--- config.mk ---
export PLATFORM = sky130hd
export DESIGN_NAME = ram_cmd_arbiter
export DESIGN_NICKNAME = d
export VERILOG_FILES = /design/src/rtl/ram_cmd_arbiter.sv
export SDC_FILE = /design/constraint.sdc
export NUM_CORES = 1
export LEC_CHECK = 0
export ABC_AREA = 1
export BUFFER_PORTS_ARGS = -buffer_cell sky130_fd_sc_hd__buf_2
export CAP_MARGIN = 20
export CORE_ASPECT_RATIO = 1.1
export CORE_MARGIN = 2
export CORE_UTILIZATION = 49
export DETAILED_ROUTE_END_ITERATION = 6
export HOLD_SLACK_MARGIN = 0.03
export PLACE_DENSITY = 0.89
export SKIP_LAST_GASP = 1
export SLEW_MARGIN = 20
export SYNTH_ARGS = -nofsm -noshare
export SYNTH_HDL_FRONTEND = slang
export SYNTH_SLANG_ARGS = --single-unit
--- constraint.sdc ---
create_clock -name clk -period 1.9 [get_ports clk]
set_input_delay 0.57 -clock clk [delete_from_list [all_inputs] [get_ports clk]]
set_output_delay 0.57 -clock clk [all_outputs]
set_load 0.05 [all_outputs]
--- src/rtl/ram_cmd_arbiter.sv ---
`default_nettype none
// ============================================================================
// Module      : ram_cmd_arbiter
// Description : Two-requester round-robin arbiter and command sequencer for
//               the 256x8 command-driven RAM. Each transaction is expanded
//               into 10-bit RAM command words; read data (or a timeout error)
//               is returned on the winning requester's response port.
// Option      : `define RAM_ARB_ADDR_CACHE_EN to skip the address phase when
//               the granted address equals the last address issued.
// Revision    : 1.0 - initial release
// ============================================================================
module ram_cmd_arbiter #(
  parameter int ADDR_SIZE = 8,
  parameter int TIMEOUT   = 4
) (
  input  logic                 clk,
  input  logic                 rst_n,
  input  logic                 req0_valid,
  output logic                 req0_ready,
  input  logic                 req0_wr,
  input  logic [ADDR_SIZE-1:0] req0_addr,
  input  logic [7:0]           req0_wdata,
  output logic                 rsp0_valid,
  output logic [7:0]           rsp0_rdata,
  output logic                 rsp0_err,
  input  logic                 req1_valid,
  output logic                 req1_ready,
  input  logic                 req1_wr,
  input  logic [ADDR_SIZE-1:0] req1_addr,
  input  logic [7:0]           req1_wdata,
  output logic                 rsp1_valid,
  output logic [7:0]           rsp1_rdata,
  output logic                 rsp1_err,
  output logic [9:0]           ram_din,
  output logic                 ram_rx_valid,
  input  logic [7:0]           ram_dout,
  input  logic                 ram_tx_valid
);

  localparam int             CW       = $clog2(TIMEOUT + 1);
  localparam logic [CW-1:0]  C_TO_MAX = CW'(TIMEOUT);

  typedef enum logic [2:0] {
    S_IDLE  = 3'd0,
    S_ADDR  = 3'd1,
    S_DATA  = 3'd2,
    S_RWAIT = 3'd3,
    S_RESP  = 3'd4
  } state_t;

  state_t                 state_q, state_d;
  logic                   last_grant_q, last_grant_d;
  logic                   id_q, id_d;
  logic                   wr_q, wr_d;
  logic [ADDR_SIZE-1:0]   addr_q, addr_d;
  logic [7:0]             wdata_q, wdata_d;
  logic [CW-1:0]          cnt_q, cnt_d;
  logic [7:0]             rdata0_q, rdata0_d, rdata1_q, rdata1_d;
  logic                   err0_q, err0_d, err1_q, err1_d;
`ifdef RAM_ARB_ADDR_CACHE_EN
  logic [ADDR_SIZE-1:0]   cache_addr_q, cache_addr_d;
  logic                   cache_vld_q, cache_vld_d;
`endif

  logic                   gnt_any;
  logic                   gnt_id;
  logic                   gnt_wr;
  logic [ADDR_SIZE-1:0]   gnt_addr;
  logic [7:0]             gnt_wdata;
  logic [7:0]             addr_ext;
  logic [CW-1:0]          cnt_inc;

  assign addr_ext   = 8'(addr_q);
  assign cnt_inc    = cnt_q + 1'b1;
  assign rsp0_rdata = rdata0_q;
  assign rsp0_err   = err0_q;
  assign rsp1_rdata = rdata1_q;
  assign rsp1_err   = err1_q;

  // Round-robin pick: a tie goes to the requester that did not win last time.
  always_comb begin
    gnt_any = req0_valid | req1_valid;
    if (req0_valid && req1_valid) begin
      gnt_id = ~last_grant_q;
    end else begin
      gnt_id = req1_valid;
    end
    gnt_wr    = gnt_id ? req1_wr    : req0_wr;
    gnt_addr  = gnt_id ? req1_addr  : req0_addr;
    gnt_wdata = gnt_id ? req1_wdata : req0_wdata;
  end

  // State and datapath registers; reset abandons any transaction in flight.
  always_ff @(posedge clk or negedge rst_n) begin
    if (!rst_n) begin
      state_q      <= S_IDLE;
      last_grant_q <= 1'b1;
      id_q         <= 1'b0;
      wr_q         <= 1'b0;
      addr_q       <= '0;
      wdata_q      <= '0;
      cnt_q        <= '0;
      rdata0_q     <= '0;
      err0_q       <= 1'b0;
      rdata1_q     <= '0;
      err1_q       <= 1'b0;
`ifdef RAM_ARB_ADDR_CACHE_EN
      cache_addr_q <= '0;
      cache_vld_q  <= 1'b0;
`endif
    end else begin
      state_q      <= state_d;
      last_grant_q <= last_grant_d;
      id_q         <= id_d;
      wr_q         <= wr_d;
      addr_q       <= addr_d;
      wdata_q      <= wdata_d;
      cnt_q        <= cnt_d;
      rdata0_q     <= rdata0_d;
      err0_q       <= err0_d;
      rdata1_q     <= rdata1_d;
      err1_q       <= err1_d;
`ifdef RAM_ARB_ADDR_CACHE_EN
      cache_addr_q <= cache_addr_d;
      cache_vld_q  <= cache_vld_d;
`endif
    end
  end

  // Next-state logic and Moore/handshake outputs for the sequencer.
  always_comb begin
    state_d      = state_q;
    last_grant_d = last_grant_q;
    id_d         = id_q;
    wr_d         = wr_q;
    addr_d       = addr_q;
    wdata_d      = wdata_q;
    cnt_d        = cnt_q;
    rdata0_d     = rdata0_q;
    err0_d       = err0_q;
    rdata1_d     = rdata1_q;
    err1_d       = err1_q;
`ifdef RAM_ARB_ADDR_CACHE_EN
    cache_addr_d = cache_addr_q;
    cache_vld_d  = cache_vld_q;
`endif
    req0_ready   = 1'b0;
    req1_ready   = 1'b0;
    rsp0_valid   = 1'b0;
    rsp1_valid   = 1'b0;
    ram_rx_valid = 1'b0;
    ram_din      = 10'h000;

    case (state_q)
      S_IDLE: begin
        if (gnt_any) begin
          req0_ready   = ~gnt_id;
          req1_ready   = gnt_id;
          id_d         = gnt_id;
          wr_d         = gnt_wr;
          addr_d       = gnt_addr;
          wdata_d      = gnt_wdata;
          last_grant_d = gnt_id;
          state_d      = S_ADDR;
`ifdef RAM_ARB_ADDR_CACHE_EN
          // RAM still holds this address from the previous command pair.
          if (cache_vld_q && (cache_addr_q == gnt_addr)) begin
            state_d = S_DATA;
          end
`endif
        end
      end

      S_ADDR: begin
        ram_rx_valid = 1'b1;
        ram_din      = {(wr_q ? 2'b00 : 2'b10), addr_ext};
`ifdef RAM_ARB_ADDR_CACHE_EN
        cache_addr_d = addr_q;
        cache_vld_d  = 1'b1;
`endif
        state_d      = S_DATA;
      end

      S_DATA: begin
        ram_rx_valid = 1'b1;
        ram_din      = wr_q ? {2'b01, wdata_q} : {2'b11, 8'h00};
        if (wr_q) begin
          state_d = S_IDLE;
        end else begin
          cnt_d   = '0;
          state_d = S_RWAIT;
        end
      end

      S_RWAIT: begin
        // Read command held on the bus so the RAM keeps presenting data.
        ram_din = {2'b11, 8'h00};
        if (ram_tx_valid) begin
          if (id_q) begin
            rdata1_d = ram_dout;
            err1_d   = 1'b0;
          end else begin
            rdata0_d = ram_dout;
            err0_d   = 1'b0;
          end
          state_d = S_RESP;
        end else begin
          cnt_d = cnt_inc;
          if (cnt_inc == C_TO_MAX) begin
            if (id_q) begin
              rdata1_d = 8'hFF;
              err1_d   = 1'b1;
            end else begin
              rdata0_d = 8'hFF;
              err0_d   = 1'b1;
            end
            state_d = S_RESP;
          end
        end
      end

      S_RESP: begin
        rsp0_valid = ~id_q;
        rsp1_valid = id_q;
        state_d    = S_IDLE;
      end

      default: begin
        state_d = S_IDLE;
      end
    endcase
  end

endmodule
`default_nettype wire

==> impl_metrics.toml, run 1 <==
[die]
row_count = 25
start_util_pct = 51.2
die_y_um = 74.4
fp.dieArea_sq_um = 5060
io_pins = 80
core_area_sq_um = 4320
die_w_um = 68.0

[clock_network]
path_clk_slew_ps = 80
clk_latency_ps = 290
cts-root-buf = "clkbuf_8"
cts.sinks = 43
numCtsBuffers = 5
clock_path_buffers = 2
cts-hold-fix-buffers = 0
h-tree-depth = 2
tritoncts = "done"

[sta]
worst_slew_pin_slew_ps = 541
tns_ps = -1480
period_minus_slack_ps = 2060
slew_viol_final = 0
finClkSkew_ps = 6.38
fin_crit_sh_pct = 108
maxSlewHeadroom_pct = 63.9
setup_violations = 13
rsz0062_at_grt = "yes"
hold_slack_ps = 339
clock.fmax_ghz = 0.486
fin_ws_ps = -158
hold_violations = 0

[critical_path]
crit_chain = "nor3_4 -> buf_6 -> nand3_1 -> nand2_2 -> buf_8"
worst_setup_path_start_kind = "register"
critPathRequiredTime_ps = 1330
r2r-start = "state_q[2]$_DFFE_PN0P_"
crit_path_max_fanout = 10
crit_buf_inv = 2
cp.arrival_ps = 1490
crit_slowest_cell = "dfrtp_2"
end_kind = "output port"
r2r-end = "rsp1_rdata[2]$_DFFE_PN0P_"
cp_slowest_stage_delay_ps = 460
reg2regPathDepth = 8
worstSetupPathType = "register to output port"
cp_top_family = "flip-flops"
r2r_slack_ps = 210

[grt]
antenna_found_initial = 0
grt_max_degree = 44
grt.total_usage_pct = 24.9
grt_overflow = 0
grt_pass1_vias = 2087
grt_pass1_wl_mm = 9.29

[logic_synthesis]
synth.top_cell.area_share_pct = 47.6
avgSynthCellArea_sq_um = 8.09
synth.area.top_cells = "dfrtp_1 (48%), nand2_1 (16%), nand4_1 (5.1%), o21ai_0 (4.5%), nor2_1 (3.6%)"
synth_top_cell_by_area = "dfrtp_1"
yosysWarnings = 0
synthCells = 273
ys_types = 30
ys_seq_area_share_pct = 48.8
synthesis.area_sq_um = 2210
synth-seq-cells = 43
syn_nets = 322

[route]
post_drt_wl_per_cell_um = 14.0
wl_mm = 5.88
first_iter_violations = 182
route.detailed.drc = 0
vias = 2215
dr.pass1.iters = 5
detail_route.vias_per_cell = 5.29
drtAntennaViolNets = 0

[status]
status = "finished with violations"
violations = "setup timing"

[final_layout]
nFillCells = 329
fin_nets = 414
antenna_cells = 0
final_common_cell = "nand2_1"
drive_above_1_share_pct = 42.7
area_growth_pct = 38.6
final_cell_mix = "nand2_1 (74), buf_2 (64), dfrtp_1 (39)"

[power]
power_switching_mw = 3.03
intPower_mw = 2.81
finalPower_mw = 5.84
p_comb_share_pct = 61.1
clock_power_share_pct = 10.0
pwr_density_cell_nw_per_um2 = 1910
power_leakage_nw = 1.60
swShare_pct = 51.8
seq_power_share_pct = 28.9
ir_worst_vdd_v = 0.00131

[placed_design]
routabilityCongestion = 0.854
dpl.hpwl_mm = 3.93
port_buffers = 79
pre_cts_ws_ps = -16.6

[job]
maxCapViolCount = 0

[min_path]
hold_path.class = "primary input to asynchronous set/reset pin"
how the worst max path moves through the flow:
stage | start | endpoint | slack, ps | cells past startpoint
global route | state_q[0]$_DFFE_PN0P_ | ram_din[0] | -220 | 5
CTS | state_q[0]$_DFFE_PN0P_ | ram_din[2] | -160 | 6
detailed placement | req1_valid | req0_ready | -20 | 6
floorplan | state_q[0]$_DFFE_PN0P_ | rsp0_valid | -30 | 3
finish | state_q[0]$_DFFE_PN0P_ | ram_din[6] | -160 | 5
global placement | req1_valid | req0_ready | -9 | 6
through the flow:
stage / cell area [sq um] / std cells / util [%]
after floorplan: 2230 / 273 / -
after global placement: 2720 / 408 / 63.0
after detailed placement: 2720 / 408 / 63.0
after CTS: 3010 / 417 / 69.8
after global routing: 3060 / 419 / 70.9
final: 3060 / 419 / 70.9
kinds of logic (layout without fill, tap and decap cells):
family | Yosys count | count (layout) | synth area share [%]
compound gates | 36 | 36 | 8.39
fa+ha+maj | 2 | 2 | 1.13
buf+inv | 27 | 119 | 6.18
flops | 43 | 43 | 48.8
simple gates | 165 | 165 | 35.5
power by group through the flow:
stage          Combinational, mW  Sequential, mW  Clock, mW
6_report                    3.57            1.69      0.585
5_1_grt                     3.84            1.74      0.626
4_1_cts                     3.44            1.68      0.595
3_5_place_dp                3.02            1.66          0
3_3_place_gp                2.95            1.64          0
2_1_floorplan               1.71            2.23          0
cell type report:
| cell class | count | area, sq um | share of cell area [%] |
|---|---|---|---|
| multi-input combinational | 203 | 1090 | 35.5 |
| sequential | 43 | 1080 | 35.3 |
| clock buffer | 6 | 82.6 | 2.70 |
| tap | 54 | 67.6 | 2.21 |
| inverter | 14 | 58.8 | 1.92 |
| clock inverter | 1 | 5.00 | 0.163 |
| timing repair buffer | 98 | 681 | 22.2 |
synthesized netlist by cell type, drive strengths merged:
library cell  count
a21oi             2
buf               9
clkbuf            4
clkinv            1
dfrtp            42
dfstp             1
ha                2
inv              13
nand2            95
nand3            17
nand4            18
nor2             24
nor3              3
o211ai            1
o21ai            32
o31ai             1
or2               8
sequential cells by signal, indices dropped and copies added, names as in the netlist:
register,cells
last_grant_q,1
rsp1_err,1
cnt_q,3
id_q,1
rsp0_err,1
addr_ext,8
rsp0_rdata,8
wr_q,1
rsp1_rdata,8
state_q,3
wdata_q,8
repair_timing:
action / in CTS / in global routing
pin swaps: 11 / 4
buffers inserted: 2 / 2
gates resized for setup: 64 / 10
endpoints found under the setup margin: 15 / 15
metal layers:
metal / share of wire (%) / track usage, % / vias to the layer above
met1: 41 / 30.1 / 1020
met4: 1.6 / 9.11 / 0
met5: 0 / 0 / -
met2: 50 / 43.6 / 100
li1: - / - / 1086
met3: 6.7 / 5.14 / 9
Note: power is estimated with default switching activity, not from simulation.
==> inputs of run 2 (changes only) <==
--- a/config.mk
+++ b/config.mk
@@ -13,7 +13,7 @@
 export CORE_UTILIZATION = 49
 export DETAILED_ROUTE_END_ITERATION = 6
 export HOLD_SLACK_MARGIN = 0.03
-export PLACE_DENSITY = 0.89
+export PLACE_DENSITY = 0.79
 export SKIP_LAST_GASP = 1
 export SLEW_MARGIN = 20
 export SYNTH_ARGS = -nofsm -noshare
==> run 2 against run 1 <==
Against the previous run:
- the run still ends with setup timing left
- fmax grew 1.6%
- critical path depth unchanged
- via count is 2.9% lower
- non-clock buffer count is 3 lower
- design area is 3.6% lower
- worst setup slack gained 32 ps
- first-iteration DRC count is 28% lower
- sequential power about the same
- highest routed layer unchanged
==> impl_metrics.toml, run 2 (synthesis results as in run 1) <==
[grt]
grt_overflow = 0
antenna_found_initial = 0
grt.total_usage_pct = 22.7
grt_max_degree = 24
grt_pass1_wl_mm = 8.86
grt_pass1_vias = 2111

[power]
power_leakage_nw = 1.57
clock_power_share_pct = 10.2
seq_power_share_pct = 30.2
pwr_density_cell_nw_per_um2 = 1860
finalPower_mw = 5.49
power_switching_mw = 2.86
ir_worst_vdd_v = 0.00134
p_comb_share_pct = 59.6
swShare_pct = 52.0
intPower_mw = 2.64

[sta]
fin_ws_ps = -126
hold_violations = 0
maxSlewHeadroom_pct = 68.0
period_minus_slack_ps = 2030
hold_slack_ps = 230
tns_ps = -1090
fin_crit_sh_pct = 107
worst_slew_pin_slew_ps = 480
setup_violations = 13
slew_viol_final = 0
rsz0062_at_grt = "yes"
finClkSkew_ps = 5.98
clock.fmax_ghz = 0.494

[critical_path]
worst_setup_path_start_kind = "register"
r2r-start = "cnt_q[0]$_DFFE_PN0P_"
end_kind = "output port"
worstSetupPathType = "register to output port"
critPathRequiredTime_ps = 1330
cp.arrival_ps = 1460
cp-startpoint = "state_q[0]$_DFFE_PN0P_"
crit_path_max_fanout = 10

[placed_design]
port_buffers = 79
place_inst = 406
dpl.hpwl_mm = 3.92
routabilityCongestion = 0.814

[die]
start_util_pct = 51.2
die_w_um = 68.0
io_pins = 80
fp.dieArea_sq_um = 5060
row_count = 25
core_area_sq_um = 4320
die_y_um = 74.4

[route]
vias = 2150
detail_route.vias_per_cell = 5.16
dr.pass1.iters = 4
first_iter_violations = 131
wl_mm = 5.17
drtAntennaViolNets = 0
route.detailed.drc = 0
post_drt_wl_per_cell_um = 12.4

[min_path]
hold_path.class = "primary input to asynchronous set/reset pin"

[final_layout]
final_cells = 417
final_cell_mix = "nand2_1 (90), buf_2 (65), dfrtp_1 (39)"
area_growth_pct = 33.7
final_common_cell = "nand2_1"
antenna_cells = 0
drive_above_1_share_pct = 37.2
fin_nets = 411

[clock_network]
path_clk_slew_ps = 80
h-tree-depth = 2
clk_latency_ps = 290
cts.sinks = 43
numCtsBuffers = 5
clock_path_buffers = 2
cts-hold-fix-buffers = 0
cts-root-buf = "clkbuf_8"
tritoncts = "done"

[status]
violations = "setup timing"
status = "finished with violations"

[job]
maxCapViolCount = 0
run 2: worst max-delay path, cell delays in order (launching register included):
cell and delay, ps:
dfrtp_2 460, nor3_4 230, buf_12 150, nand3_1 60, nand2_1 110, buf_6 160
run 2: layout make-up:
cell class	instances	area [sq um]
inverter	14	56.3
sequential	43	1080
multi-input combinational	203	1030
clock buffer	6	72.6
clock inverter	2	12.5
tap	54	67.6
timing repair buffer	95	632
fill	357	1370
run 2: metal layers:
metal	share of wire (%)	up-vias	track usage [%]
met2	50	84	39.7
met3	6.6	8	5.90
li1	-	1074	-
met1	43	984	27.4
met4	0.99	0	6.89
met5	0	-	0
run 2: final timing paths:
check,endpoint,slack [ps],cells after the start
setup reg to reg,rsp0_rdata[7]$_DFFE_PN0P_,290,7
hold / removal,rsp1_rdata[1]$_DFFE_PN0P_,230,1
setup / recovery,ram_din[2],-130,5
max in group asynchronous,last_grant_q$_DFFE_PN1P_,1110,2
min in group clk,last_grant_q$_DFFE_PN1P_,460,2
hold reg to reg,last_grant_q$_DFFE_PN1P_,460,2
run 2: repair_timing:
| action | 4_1_cts | 5_1_grt |
|---|---|---|
| gates resized for setup | 32 | 5 |
| pin swaps | 2 | 0 |
| setup buffers | 2 | 1 |
| endpoints found under the setup margin | 15 | 14 |
| gates cloned | 0 | 0 |
run 2: per-stage QoR:
| step | area [sq um] | util (%) | setup slack (ps) |
|---|---|---|---|
| after floorplan | 2230 | - | -32.6 |
| after global placement | 2730 | 63.3 | -31.2 |
| after detailed placement | 2730 | 63.3 | -32.0 |
| after CTS | 2920 | 67.7 | -137 |
| after global routing | 2950 | 68.4 | -221 |
| final | 2950 | 68.4 | -126 |
run 2: power by group through the flow:
stage	clock network [mW]	logic [mW]	registers, mW
6_report	0.560	3.28	1.66
5_1_grt	0.606	3.57	1.71
4_1_cts	0.574	3.25	1.65
3_5_place_dp	0	3.03	1.66
3_3_place_gp	0	2.99	1.64
2_1_floorplan	0	1.71	2.23
